### config.mk
export PLATFORM = sky130hd
export DESIGN_NAME = conv_tile_scheduler_flat
export DESIGN_NICKNAME = d
export VERILOG_FILES = /design/src/rtl/conv_sched_pkg.sv /design/src/rtl/conv_tile_scheduler_if.sv /design/src/rtl/conv_filter_cache.sv /design/src/rtl/conv_tile_scheduler.sv /design/src/flat_wrapper.sv
export SDC_FILE = /design/constraint.sdc
export NUM_CORES = 1
export LEC_CHECK = 0
export ABC_AREA = 1
export CORE_MARGIN = 2
export CORE_UTILIZATION = 50
export DETAILED_ROUTE_END_ITERATION = 12
export PLACE_DENSITY = 0.88
export SYNTH_ARGS = -nofsm -noshare
export SYNTH_HDL_FRONTEND = slang
export SYNTH_SLANG_ARGS = --single-unit
export TNS_END_PERCENT = 50
### constraint.sdc
create_clock -name AXIS_ACLK -period 9.4 [get_ports AXIS_ACLK]
set_input_delay 1.88 -clock AXIS_ACLK [delete_from_list [all_inputs] [get_ports AXIS_ACLK]]
set_output_delay 1.88 -clock AXIS_ACLK [all_outputs]
set_load 0.03 [all_outputs]
### src/rtl/conv_sched_pkg.sv
// Shared constants, state encoding and configuration check for the conv tile scheduler.
package conv_sched_pkg;

    localparam int DATA_W       = 16;
    localparam int FILT_WORDS   = 9;
    localparam int LEN_W        = 32;
    localparam int TILE_W       = 16;
    localparam int MIN_TILE_LEN = 9;
    localparam int FILT_AW      = $clog2(FILT_WORDS);

    localparam logic [DATA_W/8-1:0] TKEEP_ALL = '1;

    typedef enum logic [1:0] {
        IDLE  = 2'd0,
        FILT  = 2'd1,
        DATA  = 2'd2,
        DRAIN = 2'd3
    } state_t;

    // A job needs at least one tile and whole 3-word rows of at least three rows.
    function automatic logic cfg_ok(input logic [TILE_W-1:0] num_tiles,
                                    input logic [LEN_W-1:0]  tile_len);
        return (num_tiles != '0) &&
               (tile_len >= LEN_W'(MIN_TILE_LEN)) &&
               ((tile_len % LEN_W'(3)) == '0);
    endfunction

endpackage

### src/rtl/conv_tile_scheduler_if.sv
// Stream bundle between the scheduler, its two DMA sources, the conv engine and the result snoop.
// Every stream uses AXIS valid/ready: a beat moves only in a cycle where TVALID and TREADY are both 1.
interface conv_tile_scheduler_if;
    import conv_sched_pkg::*;

    logic              F_AXIS_TVALID;
    logic [DATA_W-1:0] F_AXIS_TDATA;
    logic              F_AXIS_TREADY;

    logic              D_AXIS_TVALID;
    logic [DATA_W-1:0] D_AXIS_TDATA;
    logic              D_AXIS_TREADY;

    logic                M_AXIS_TVALID;
    logic [DATA_W-1:0]   M_AXIS_TDATA;
    logic [DATA_W/8-1:0] M_AXIS_TKEEP;
    logic                M_AXIS_TLAST;
    logic                M_AXIS_TREADY;

    logic R_AXIS_TVALID;
    logic R_AXIS_TREADY;
    logic R_AXIS_TLAST;

    modport master (
        input  F_AXIS_TVALID, F_AXIS_TDATA,
        output F_AXIS_TREADY,
        input  D_AXIS_TVALID, D_AXIS_TDATA,
        output D_AXIS_TREADY,
        output M_AXIS_TVALID, M_AXIS_TDATA, M_AXIS_TKEEP, M_AXIS_TLAST,
        input  M_AXIS_TREADY,
        input  R_AXIS_TVALID, R_AXIS_TREADY, R_AXIS_TLAST
    );

    modport slave (
        output F_AXIS_TVALID, F_AXIS_TDATA,
        input  F_AXIS_TREADY,
        output D_AXIS_TVALID, D_AXIS_TDATA,
        input  D_AXIS_TREADY,
        input  M_AXIS_TVALID, M_AXIS_TDATA, M_AXIS_TKEEP, M_AXIS_TLAST,
        output M_AXIS_TREADY,
        output R_AXIS_TVALID, R_AXIS_TREADY, R_AXIS_TLAST
    );

endinterface

### src/rtl/conv_filter_cache.sv
// FILT_WORDS x DATA_W register file holding tile 0's filter for replay on later tiles.
// Only built when FILTER_REUSE_EN is defined.
`ifdef FILTER_REUSE_EN
module conv_filter_cache
    import conv_sched_pkg::*;
(
    input  logic               clk,
    input  logic               rst,
    input  logic               wr_en,
    input  logic [FILT_AW-1:0] wr_addr,
    input  logic [DATA_W-1:0]  wr_data,
    input  logic [FILT_AW-1:0] rd_addr,
    output logic [DATA_W-1:0]  rd_data
);

    logic [DATA_W-1:0] mem_q [FILT_WORDS];
    logic [DATA_W-1:0] mem_d [FILT_WORDS];

    always_comb begin
        for (int i = 0; i < FILT_WORDS; i++) begin
            mem_d[i] = mem_q[i];
        end
        if (wr_en && (wr_addr < FILT_AW'(FILT_WORDS))) begin
            mem_d[wr_addr] = wr_data;
        end
    end

    always_ff @(posedge clk) begin
        for (int i = 0; i < FILT_WORDS; i++) begin
            if (rst) mem_q[i] <= '0;
            else     mem_q[i] <= mem_d[i];
        end
    end

    assign rd_data = (rd_addr < FILT_AW'(FILT_WORDS)) ? mem_q[rd_addr] : '0;

endmodule
`endif

### src/rtl/conv_tile_scheduler.sv
// Sequences filter + data packets per tile into the conv engine, waiting for each result TLAST.
// Define FILTER_REUSE_EN to capture tile 0's filter and replay it locally for later tiles.
module conv_tile_scheduler
    import conv_sched_pkg::*;
(
    input  logic              AXIS_ACLK,
    input  logic              AXIS_ARESET,
    input  logic              cfg_start,
    input  logic [TILE_W-1:0] cfg_num_tiles,
    input  logic [LEN_W-1:0]  cfg_tile_len,
    output logic              busy,
    output logic              done,
    output logic              cfg_err,
    output logic [TILE_W-1:0] tile_idx,
    output state_t            dbg_state,
    conv_tile_scheduler_if.master axis
);

    state_t            state_q,     state_d;
    logic [TILE_W-1:0] tile_idx_q,  tile_idx_d;
    logic [TILE_W-1:0] num_tiles_q, num_tiles_d;
    logic [LEN_W-1:0]  tile_len_q,  tile_len_d;
    logic [LEN_W-1:0]  beat_cnt_q,  beat_cnt_d;
    logic              done_q,      done_d;
    logic              cfg_err_q,   cfg_err_d;

    logic              m_valid, m_last, f_ready, d_ready, advance;
    logic [DATA_W-1:0] m_data;
    logic              filt_last, data_last, last_tile, r_last;

`ifdef FILTER_REUSE_EN
    logic              cache_we;
    logic [DATA_W-1:0] cache_rd_data;

    conv_filter_cache u_cache (
        .clk     (AXIS_ACLK),
        .rst     (AXIS_ARESET),
        .wr_en   (cache_we),
        .wr_addr (beat_cnt_q[FILT_AW-1:0]),
        .wr_data (axis.F_AXIS_TDATA),
        .rd_addr (beat_cnt_q[FILT_AW-1:0]),
        .rd_data (cache_rd_data)
    );
`endif

    assign filt_last = (beat_cnt_q == LEN_W'(FILT_WORDS - 1));
    assign data_last = (beat_cnt_q == (tile_len_q - LEN_W'(1)));
    assign last_tile = (tile_idx_q == (num_tiles_q - TILE_W'(1)));
    assign r_last    = axis.R_AXIS_TVALID && axis.R_AXIS_TREADY && axis.R_AXIS_TLAST;

    always_comb begin
        state_d     = state_q;
        tile_idx_d  = tile_idx_q;
        num_tiles_d = num_tiles_q;
        tile_len_d  = tile_len_q;
        beat_cnt_d  = beat_cnt_q;
        done_d      = 1'b0;
        cfg_err_d   = 1'b0;
        m_valid     = 1'b0;
        m_data      = '0;
        m_last      = 1'b0;
        f_ready     = 1'b0;
        d_ready     = 1'b0;
        advance     = 1'b0;
`ifdef FILTER_REUSE_EN
        cache_we    = 1'b0;
`endif
        case (state_q)
            IDLE: begin
                if (cfg_start) begin
                    if (cfg_ok(cfg_num_tiles, cfg_tile_len)) begin
                        state_d     = FILT;
                        num_tiles_d = cfg_num_tiles;
                        tile_len_d  = cfg_tile_len;
                        tile_idx_d  = '0;
                        beat_cnt_d  = '0;
                    end else begin
                        cfg_err_d = 1'b1;
                    end
                end
            end
            FILT: begin
`ifdef FILTER_REUSE_EN
                if (tile_idx_q != '0) begin
                    m_valid = 1'b1;
                    m_data  = cache_rd_data;
                end else begin
                    m_valid  = axis.F_AXIS_TVALID;
                    m_data   = axis.F_AXIS_TDATA;
                    f_ready  = axis.M_AXIS_TREADY;
                    cache_we = axis.F_AXIS_TVALID && axis.M_AXIS_TREADY;
                end
`else
                m_valid = axis.F_AXIS_TVALID;
                m_data  = axis.F_AXIS_TDATA;
                f_ready = axis.M_AXIS_TREADY;
`endif
                m_last = filt_last;
                if (m_valid && axis.M_AXIS_TREADY) begin
                    if (filt_last) begin
                        state_d    = DATA;
                        beat_cnt_d = '0;
                    end else begin
                        beat_cnt_d = beat_cnt_q + LEN_W'(1);
                    end
                end
            end
            DATA: begin
                m_valid = axis.D_AXIS_TVALID;
                m_data  = axis.D_AXIS_TDATA;
                d_ready = axis.M_AXIS_TREADY;
                m_last  = data_last;
                if (m_valid && axis.M_AXIS_TREADY) begin
                    if (data_last) begin
                        // A result TLAST landing with the final data beat closes the tile now.
                        if (r_last) begin
                            advance = 1'b1;
                        end else begin
                            state_d    = DRAIN;
                            beat_cnt_d = '0;
                        end
                    end else begin
                        beat_cnt_d = beat_cnt_q + LEN_W'(1);
                    end
                end
            end
            DRAIN: begin
                if (r_last) advance = 1'b1;
            end
            default: state_d = IDLE;
        endcase

        if (advance) begin
            beat_cnt_d = '0;
            if (last_tile) begin
                state_d    = IDLE;
                tile_idx_d = '0;
                done_d     = 1'b1;
            end else begin
                state_d    = FILT;
                tile_idx_d = tile_idx_q + TILE_W'(1);
            end
        end
    end

    always_ff @(posedge AXIS_ACLK) begin
        if (AXIS_ARESET) begin
            state_q     <= IDLE;
            tile_idx_q  <= '0;
            num_tiles_q <= '0;
            tile_len_q  <= '0;
            beat_cnt_q  <= '0;
            done_q      <= 1'b0;
            cfg_err_q   <= 1'b0;
        end else begin
            state_q     <= state_d;
            tile_idx_q  <= tile_idx_d;
            num_tiles_q <= num_tiles_d;
            tile_len_q  <= tile_len_d;
            beat_cnt_q  <= beat_cnt_d;
            done_q      <= done_d;
            cfg_err_q   <= cfg_err_d;
        end
    end

    assign axis.M_AXIS_TVALID = m_valid;
    assign axis.M_AXIS_TDATA  = m_data;
    assign axis.M_AXIS_TKEEP  = TKEEP_ALL;
    assign axis.M_AXIS_TLAST  = m_last;
    assign axis.F_AXIS_TREADY = f_ready;
    assign axis.D_AXIS_TREADY = d_ready;

    assign busy      = (state_q != IDLE);
    assign done      = done_q;
    assign cfg_err   = cfg_err_q;
    assign tile_idx  = tile_idx_q;
    assign dbg_state = state_q;

endmodule

### src/flat_wrapper.sv
// flat-port wrapper written by rule: the top's interface ports become plain ports
module conv_tile_scheduler_flat import conv_sched_pkg::*;
  (AXIS_ACLK, AXIS_ARESET, cfg_start, cfg_num_tiles, cfg_tile_len, busy, done, cfg_err, tile_idx, dbg_state, axis_F_AXIS_TVALID, axis_F_AXIS_TDATA, axis_F_AXIS_TREADY, axis_D_AXIS_TVALID, axis_D_AXIS_TDATA, axis_D_AXIS_TREADY, axis_M_AXIS_TVALID, axis_M_AXIS_TDATA, axis_M_AXIS_TKEEP, axis_M_AXIS_TLAST, axis_M_AXIS_TREADY, axis_R_AXIS_TVALID, axis_R_AXIS_TREADY, axis_R_AXIS_TLAST);
  conv_tile_scheduler_if axis_i ();
  input  logic AXIS_ACLK;
  input  logic AXIS_ARESET;
  input  logic cfg_start;
  input  logic [TILE_W-1:0] cfg_num_tiles;
  input  logic [LEN_W-1:0] cfg_tile_len;
  output logic busy;
  output logic done;
  output logic cfg_err;
  output logic [TILE_W-1:0] tile_idx;
  output state_t dbg_state;
  input wire logic [$bits(axis_i.F_AXIS_TVALID)-1:0] axis_F_AXIS_TVALID;
  input wire logic [$bits(axis_i.F_AXIS_TDATA)-1:0] axis_F_AXIS_TDATA;
  output wire logic [$bits(axis_i.F_AXIS_TREADY)-1:0] axis_F_AXIS_TREADY;
  input wire logic [$bits(axis_i.D_AXIS_TVALID)-1:0] axis_D_AXIS_TVALID;
  input wire logic [$bits(axis_i.D_AXIS_TDATA)-1:0] axis_D_AXIS_TDATA;
  output wire logic [$bits(axis_i.D_AXIS_TREADY)-1:0] axis_D_AXIS_TREADY;
  output wire logic [$bits(axis_i.M_AXIS_TVALID)-1:0] axis_M_AXIS_TVALID;
  output wire logic [$bits(axis_i.M_AXIS_TDATA)-1:0] axis_M_AXIS_TDATA;
  output wire logic [$bits(axis_i.M_AXIS_TKEEP)-1:0] axis_M_AXIS_TKEEP;
  output wire logic [$bits(axis_i.M_AXIS_TLAST)-1:0] axis_M_AXIS_TLAST;
  input wire logic [$bits(axis_i.M_AXIS_TREADY)-1:0] axis_M_AXIS_TREADY;
  input wire logic [$bits(axis_i.R_AXIS_TVALID)-1:0] axis_R_AXIS_TVALID;
  input wire logic [$bits(axis_i.R_AXIS_TREADY)-1:0] axis_R_AXIS_TREADY;
  input wire logic [$bits(axis_i.R_AXIS_TLAST)-1:0] axis_R_AXIS_TLAST;
  assign axis_i.F_AXIS_TVALID = axis_F_AXIS_TVALID;
  assign axis_i.F_AXIS_TDATA = axis_F_AXIS_TDATA;
  assign axis_F_AXIS_TREADY = axis_i.F_AXIS_TREADY;
  assign axis_i.D_AXIS_TVALID = axis_D_AXIS_TVALID;
  assign axis_i.D_AXIS_TDATA = axis_D_AXIS_TDATA;
  assign axis_D_AXIS_TREADY = axis_i.D_AXIS_TREADY;
  assign axis_M_AXIS_TVALID = axis_i.M_AXIS_TVALID;
  assign axis_M_AXIS_TDATA = axis_i.M_AXIS_TDATA;
  assign axis_M_AXIS_TKEEP = axis_i.M_AXIS_TKEEP;
  assign axis_M_AXIS_TLAST = axis_i.M_AXIS_TLAST;
  assign axis_i.M_AXIS_TREADY = axis_M_AXIS_TREADY;
  assign axis_i.R_AXIS_TVALID = axis_R_AXIS_TVALID;
  assign axis_i.R_AXIS_TREADY = axis_R_AXIS_TREADY;
  assign axis_i.R_AXIS_TLAST = axis_R_AXIS_TLAST;
  conv_tile_scheduler u_core (.AXIS_ACLK(AXIS_ACLK), .AXIS_ARESET(AXIS_ARESET), .cfg_start(cfg_start), .cfg_num_tiles(cfg_num_tiles), .cfg_tile_len(cfg_tile_len), .busy(busy), .done(done), .cfg_err(cfg_err), .tile_idx(tile_idx), .dbg_state(dbg_state), .axis(axis_i));
endmodule
==> results of run 1 <==
==> registers in the layout (all words and copies together), names as in the netlist <==
register	flops
u_core.tile_idx	16
u_core.dbg_state	2
u_core.num_tiles_q	16
u_core.cfg_err	1
u_core.done	1
u_core.tile_len_q	32
u_core.beat_cnt_q	32
==> area by class of cell <==
type / instances / area (µm²) / area share
well taps: 220 / 275 / 0.0233
flip-flops and latches: 100 / 2000 / 0.169
inverters: 176 / 696 / 0.0589
repair inverters: 1 / 16.3 / 0.00138
clock buffers: 11 / 233 / 0.0197
clock inverters: 4 / 75.1 / 0.00635
multi-input cells: 1099 / 6400 / 0.542
repair buffers: 202 / 2110 / 0.179
==> layer usage <==
| layer | global-route usage | vias up | wire length, µm |
|---|---|---|---|
| li1 | - | 4969 | - |
| met1 | 0.340 | 4869 | 11400 |
| met2 | 0.502 | 698 | 15400 |
| met3 | 0.0359 | 207 | 2610 |
| met4 | 0.133 | 2 | 1960 |
| met5 | 0 | - | 29 |
==> power by group <==
group / leakage [µW] / internal, µW / switching (µW)
registers: 0.000809 / 498 / 124
logic: 0.00435 / 677 / 1100
clock network: 0.000142 / 232 / 174
total: 0.00530 / 1410 / 1400
==> layout by cell type (no fill, tap or decap), drive strengths merged, types with 3 or more instances in the layout <==
cell	count
nand2	331
nor2	210
inv	174
clkdlybuf4s50	124
o21ai	106
nand3	102
dfxtp	100
a21oi	95
buf	72
xor2	70
nor3	46
nand4	30
nor4	28
xnor2	18
clkbuf	16
ha	12
or2	11
o21bai	9
nand3b	5
a2111oi	4
a211oi	4
a31oi	3
clkinv	3
==> cell families (layout without fill, tap and decap cells) <==
family | Yosys count | in the layout | synth area share
other cells | 1 | 2 | 0.000443
flops | 100 | 100 | 0.236
simple gates | 767 | 767 | 0.399
buf+inv | 220 | 394 | 0.106
compound gates | 230 | 230 | 0.149
xor+xnor | 88 | 88 | 0.0910
fa+ha+maj | 12 | 12 | 0.0177
==> stage by stage <==
stage	utilization	instance area, µm²	total power [µW]
finish	0.712	11800	2810
global route	0.712	11800	3000
CTS	0.659	10900	2520
detailed placement	0.618	10300	2050
global placement	0.618	10300	2020
floorplan	-	8610	1720
==> critical path, delay by kind of cell <==
kind / cells / cell delay [ns]
xor+xnor: 1 / 0.19
buf+inv: 10 / 1.05
fa+ha+maj: 2 / 0.35
compound gates: 18 / 2.67
simple gates: 56 / 5.50
==> path summary, 6_finish.rpt <==
path / end / cells after the start / startpoint
max: u_core.beat_cnt_q[4]$_SDFFE_PP0P_ / 87 / cfg_tile_len[30]
min: u_core.tile_idx[5]$_SDFFE_PP0P_ / 2 / u_core.tile_idx[5]$_SDFFE_PP0P_
max reg2reg: u_core.tile_idx[14]$_SDFFE_PP0P_ / 29 / u_core.tile_len_q[2]$_SDFFE_PP0P_
min reg2reg: u_core.tile_idx[5]$_SDFFE_PP0P_ / 2 / u_core.tile_idx[5]$_SDFFE_PP0P_
==> what timing repair did <==
action / 4_1_cts / 5_1_grt
pin swaps: 40 / 111
hold endpoints to repair: 0 / 0
setup buffers: 15 / 9
gates cloned: 3 / 7
setup endpoints to repair: 99 / 99
resized for setup: 65 / 200
==> parameters.txt, run 1 <==
Parameter                              Value

Timing
  Worst setup skew after layout ... 0.00827 ns
  Summed negative setup slack over all endpoints ... -186.22 ns
  Count of final max-slew check failures ... 0
  Rel. slew slack ... 0.436
  Final critical path time including I/O delays and setup ... 11.39 ns
  Transition time at the pin with the least slew margin ... 0.843 ns
  Final worst-path setup slack ... -1.99 ns
  Final setup violating endpoints ... a little under 100
  Setup repair after global routing missed its margin ... yes
  Final Hold Viols ... 0
  Worst hold margin ... 0.511 ns
  FMAX ... 87.8 MHz
  Ratio of final minimum period to clock period ... 1.21

Worst setup path
  Type of the worst setup path ... in -> reg
  Critical Path Source Type ... input port
  WP data arrival ... 11.69 ns
  Worst path required time ... 9.69 ns
  Highest fanout seen on the critical path ... 8
  Worst Setup End Kind ... flip-flop
  FF-to-FF setup slack ... 2.60 ns
  Most repeated library cell on the critical path ... sky130_fd_sc_hd__nand2_2
  Critical path's slowest cell ... sky130_fd_sc_hd__o21bai_1
  Maximum single-stage delay on the critical path ... 0.24 ns

Synthesis
  Synthesized instance count ... 1418
  Syn_area_per_cell ... 5.97 µm²
  Cell accounting for the most synthesized area ... sky130_fd_sc_hd__dfxtp_1
  Count of yosys warnings during synthesis ... 0
  Async set-or-reset flop fraction in the synthesized netlist ... 0
  Flop and latch count out of synthesis ... 100
  Largest cells by area after synthesis ... sky130_fd_sc_hd__dfxtp_1, sky130_fd_sc_hd__nand2_1, sky130_fd_sc_hd__nor2_1, sky130_fd_sc_hd__inv_1, sky130_fd_sc_hd__xor2_1
  Most numerous cell in the Yosys netlist ... sky130_fd_sc_hd__nand2_1
  Top_reg_cell synth ... sky130_fd_sc_hd__dfxtp_1
  Seq/Total Area, Yosys ... 0.236
  Synth cell types ... 50
  Netlist area before placement ... 8470 µm²
  Top post-synthesis cells by count ... sky130_fd_sc_hd__nand2_1, sky130_fd_sc_hd__nor2_1, sky130_fd_sc_hd__inv_1, sky130_fd_sc_hd__dfxtp_1, sky130_fd_sc_hd__nand3_1
  Number of flops mapped to enable cells by yosys ... 0
  Portion of synthesized cell area occupied by the leading cell type ... 0.236

Power and ir drop
  P_leak ... 0.00530 µW
  Power Dens Cells ... 238 nW/µm²
  Highest ir drop seen on vdd ... between 0.15 and 0.2 mV

Global routing
  Antenna violations before repair ... 0
  Wire length of the first global-routing pass ... around 42000 µm
  Vias in the first global route ... 9128
  Leftover overflow at the end of global routing ... 0
  Largest net degree at the start of global routing ... 57
  GRT Util Overall ... 0.283

Final layout
  Synthesis-to-finish area growth ... 39.6%
  Layout cells sized above 1 ... 0.209
  Diodes inserted ... 0
  Fin nets ... 1690
  Filler Cells Inserted ... 1176
  Finished Layout Cells ... 1813

Detailed routing
  Via density per instance ... approximately 5.9
  Drt wl/cell ... about 17 µm
  Remaining routing DRC violations ... 0
  Number of nets with antenna violations after routing ... 0
  Number of vias in the routed layout ... roughly 11000
  1st-iter DRT viols ... 1167
  Number of iterations in the first detailed-routing pass ... 7
  Overall routed net length ... 31300 µm

Floorplanning
  Die width ... 134 µm
  Boundary Pins ... 132
  Initial standard-cell utilization of the core ... 0.510
  Row Count ... 47
  Die Area ... ~18000 µm²
  Floorplan die height ... roughly 130 µm
  Area inside the core boundary ... around 17000 µm²

Clock network
  Cell at the root of the clock tree ... sky130_fd_sc_hd__clkbuf_16
  Buffers from clock root to sink, at most ... 2
  Clock-pin slew reported for the worst setup and hold paths after clock tree synthesis ... roughly 0.070 ns
  Clock buffer count from CTS ... 9
  CTS tree ... done
  Skew-Pair Late Insertion Delay ... 0.36 ns
  TritonCTS Sinks ... 100
  Hold_buf cts ... 0
  H-Tree Depth ... 3

Job
  Max-cap check violation count ... 0

Placed design
  Detailed placer's ending HPWL ... 18700 µm
  Final weighted congestion in routability-driven placement ... 0.974
  Worst slack after detailed placement ... -1.68 ns
  Count of buffers inserted at the top-level ports ... 129
  Number of instances in the placed design ... 1767

Outcome
  Failing checks ... setup timing
  Status ... complete, but fails checks

Worst hold path
  Hold WC Path Type ... reg -> reg
Power figures use the tool's default switching activity.
==> run 2: changes to the inputs <==
- CORE_MARGIN: 2 -> not set
- GPL_ROUTABILITY_DRIVEN: not set -> 1
==> run 2 against run 1 <==
The run still ends with setup timing left; clock-buffer cell count unchanged; flip-flop and latch count unchanged; die area shrank 3.0%; maximum frequency is 2.2% higher; global-route usage up 0.54 points; clock power decreased by 4%.
==> parameters.txt, run 2 (synthesized netlist as in run 1, its figures left out) <==
Parameter                              Value

Clock network
  Clock buffer count from CTS ... 9
  Skew-Pair Late Insertion Delay ... 0.36 ns
  Cell at the root of the clock tree ... sky130_fd_sc_hd__clkbuf_16
  Buffers from clock root to sink, at most ... 2
  Clock-pin slew reported for the worst setup and hold paths after clock tree synthesis ... 0.07 ns
  CTS tree ... done
  H-Tree Depth ... 3
  TritonCTS Sinks ... 100

Detailed routing
  1st-iter DRT viols ... roughly 1100
  Via density per instance ... 5.81
  Remaining routing DRC violations ... 0
  Number of iterations in the first detailed-routing pass ... 6
  Number of vias in the routed layout ... approximately 11000
  Drt wl/cell ... 16.2 µm
  Overall routed net length ... 29300 µm
  Number of nets with antenna violations after routing ... 0

Power and ir drop
  P_leak ... 0.00519 µW
  Power Dens Cells ... 237 nW/µm²
  Flop pwr share ... 0.227
  Portion of total power attributed to combinational logic ... 0.630
  Net Sw Power ... 1350 µW
  Switching power share of the total ... 0.497
  Clock network power share ... 0.143
  Highest ir drop seen on vdd ... 0.146 mV
  Internal power ... between 1000 and 1500 µW

Worst setup path
  Buffering stage count on the worst path with inverters included ... 12
  Worst Setup End Kind ... flip-flop
  Critical Path Source Type ... input port
  WP data arrival ... 11.40 ns
  Most repeated library cell on the critical path ... sky130_fd_sc_hd__nand2_1
  Maximum single-stage delay on the critical path ... 0.21 ns
  Critical path's slowest cell ... sky130_fd_sc_hd__o21bai_1
  Reg-to-Reg Start ... u_core.tile_len_q[2]$_SDFFE_PP0P_
  Kind of cell adding the most delay to the critical path ... simple AND/OR/NAND/NOR gates
  Worst path required time ... between 9 and 10 ns
  Type of the worst setup path ... in -> reg
  Start point of the critical path ... cfg_tile_len[30]
  Highest fanout seen on the critical path ... 6

Timing
  Final critical path time including I/O delays and setup ... 11.15 ns
  Count of final max-slew check failures ... 0
  FMAX ... 89.7 MHz
  Final worst-path setup slack ... -1.75 ns
  Worst setup skew after layout ... 0.0119 ns
  Transition time at the pin with the least slew margin ... 0.841 ns
  Summed negative setup slack over all endpoints ... -164.89 ns
  Final Hold Viols ... 0
  Ratio of final minimum period to clock period ... 1.19
  Final setup violating endpoints ... 99
  Setup repair after global routing missed its margin ... yes
  Rel. slew slack ... 0.439

Placed design
  Detailed placer's ending HPWL ... 18500 µm
  Final weighted congestion in routability-driven placement ... 0.965
  Worst slack after detailed placement ... -1.77 ns
  Count of buffers inserted at the top-level ports ... roughly 130

Worst hold path
  Startpoint of the tightest hold check path ... u_core.tile_idx[5]$_SDFFE_PP0P_
  Hold WC Path Type ... reg -> reg

Outcome
  Failing checks ... setup timing
  Status ... complete, but fails checks

Global routing
  Vias in the first global route ... around 9000
  Antenna violations before repair ... 0
  Leftover overflow at the end of global routing ... 0
  Largest net degree at the start of global routing ... 53
  Wire length of the first global-routing pass ... 41800 µm
  GRT Util Overall ... 0.289

Final layout
  Synthesis-to-finish area growth ... 35.6%
  Most frequent standard cell in the layout excluding fill and tap cells ... sky130_fd_sc_hd__nand2_1
  Filler Cells Inserted ... 1306
  Most frequent cells in the layout ... sky130_fd_sc_hd__nand2_1, sky130_fd_sc_hd__nor2_1, sky130_fd_sc_hd__inv_1
  Layout cells sized above 1 ... 0.157
  Largest registers ... u_core.beat_cnt_q: 32 flops, u_core.tile_len_q: 32 flops
  Fin nets ... about 1700
  Diodes inserted ... 0

Floorplanning
  Floorplan die height ... 132 µm
  Die Area ... 17500 µm²
  Boundary Pins ... 132
  Initial standard-cell utilization of the core ... 0.510
  Die width ... 132 µm
  Area inside the core boundary ... 16600 µm²
  Row Count ... 47

Job
  Max-cap check violation count ... 0
run 2: area by class of cell:
cell class	instances	area (µm²)	area share
Inverter	176	701	0.0610
Multi-Input combinational cell	1099	6080	0.530
Sequential cell	100	2000	0.174
Clock inverter	5	61.3	0.00534
Clock buffer	11	243	0.0211
Tap cell	220	275	0.0240
Timing Repair inverter	1	11.3	0.000981
Timing Repair Buffer	196	2100	0.183
run 2: repair_timing:
action | 4_1_cts | 5_1_grt
cloned | 5 | 7
endpoints found under the hold margin | 0 | 0
gates resized for setup | 34 | 137
setup endpoints to repair | 99 | 99
hold buffers | 0 | 0
setup buffers | 11 | 10
pin swaps | 29 | 82
run 2: power groups by stage:
stage                     Sequential, µW  Combinational [µW]  Clock (µW)
after floorplan                      576                1150           0
after global placement               614                1410           0
after detailed placement             614                1450           0
after CTS                            606                1500         386
after global routing                 623                1880         405
final                                616                1710         389
run 2: worst paths after layout:
| path | cells past startpoint | slack [ns] | endpoint |
|---|---|---|---|
| worst min register to register | 2 | 0.51 | u_core.tile_idx[5]$_SDFFE_PP0P_ |
| worst max register to register | 29 | 2.70 | u_core.tile_idx[11]$_SDFFE_PP0P_ |
| worst max-delay path | 86 | -1.75 | u_core.tile_len_q[17]$_SDFFE_PP0P_ |
| worst min-delay path | 2 | 0.51 | u_core.tile_idx[5]$_SDFFE_PP0P_ |
run 2: worst register-to-register path, delay by kind of cell, from the launching register on:
kind / cells / cell delay (ns)
buf+inv: 4 / 0.91
compound gates: 5 / 1.29
simple gates: 20 / 4.07
flops: 1 / 0.35
run 2: through the flow:
stage                     instance area [µm²]  utilization  hold slack [ns]  cells  power (µW)
after global routing                    11500        0.692            0.523   1808        2910
after floorplan                          8610            -            0.448   1419        1720
after CTS                               10800        0.652            0.484   1793        2490
after detailed placement                10200        0.616            0.474   1761        2060
after global placement                  10200        0.616            0.466   1761        2020
final                                   11500        0.692            0.507   1808        2720
run 2: per-layer routing:
metal,routed length (µm),track usage,up-vias
li1,-,-,4968
met1,11200,0.339,4775
met2,14600,0.530,622
met3,2200,0.0281,140
met4,1280,0.125,0
met5,0,0,-
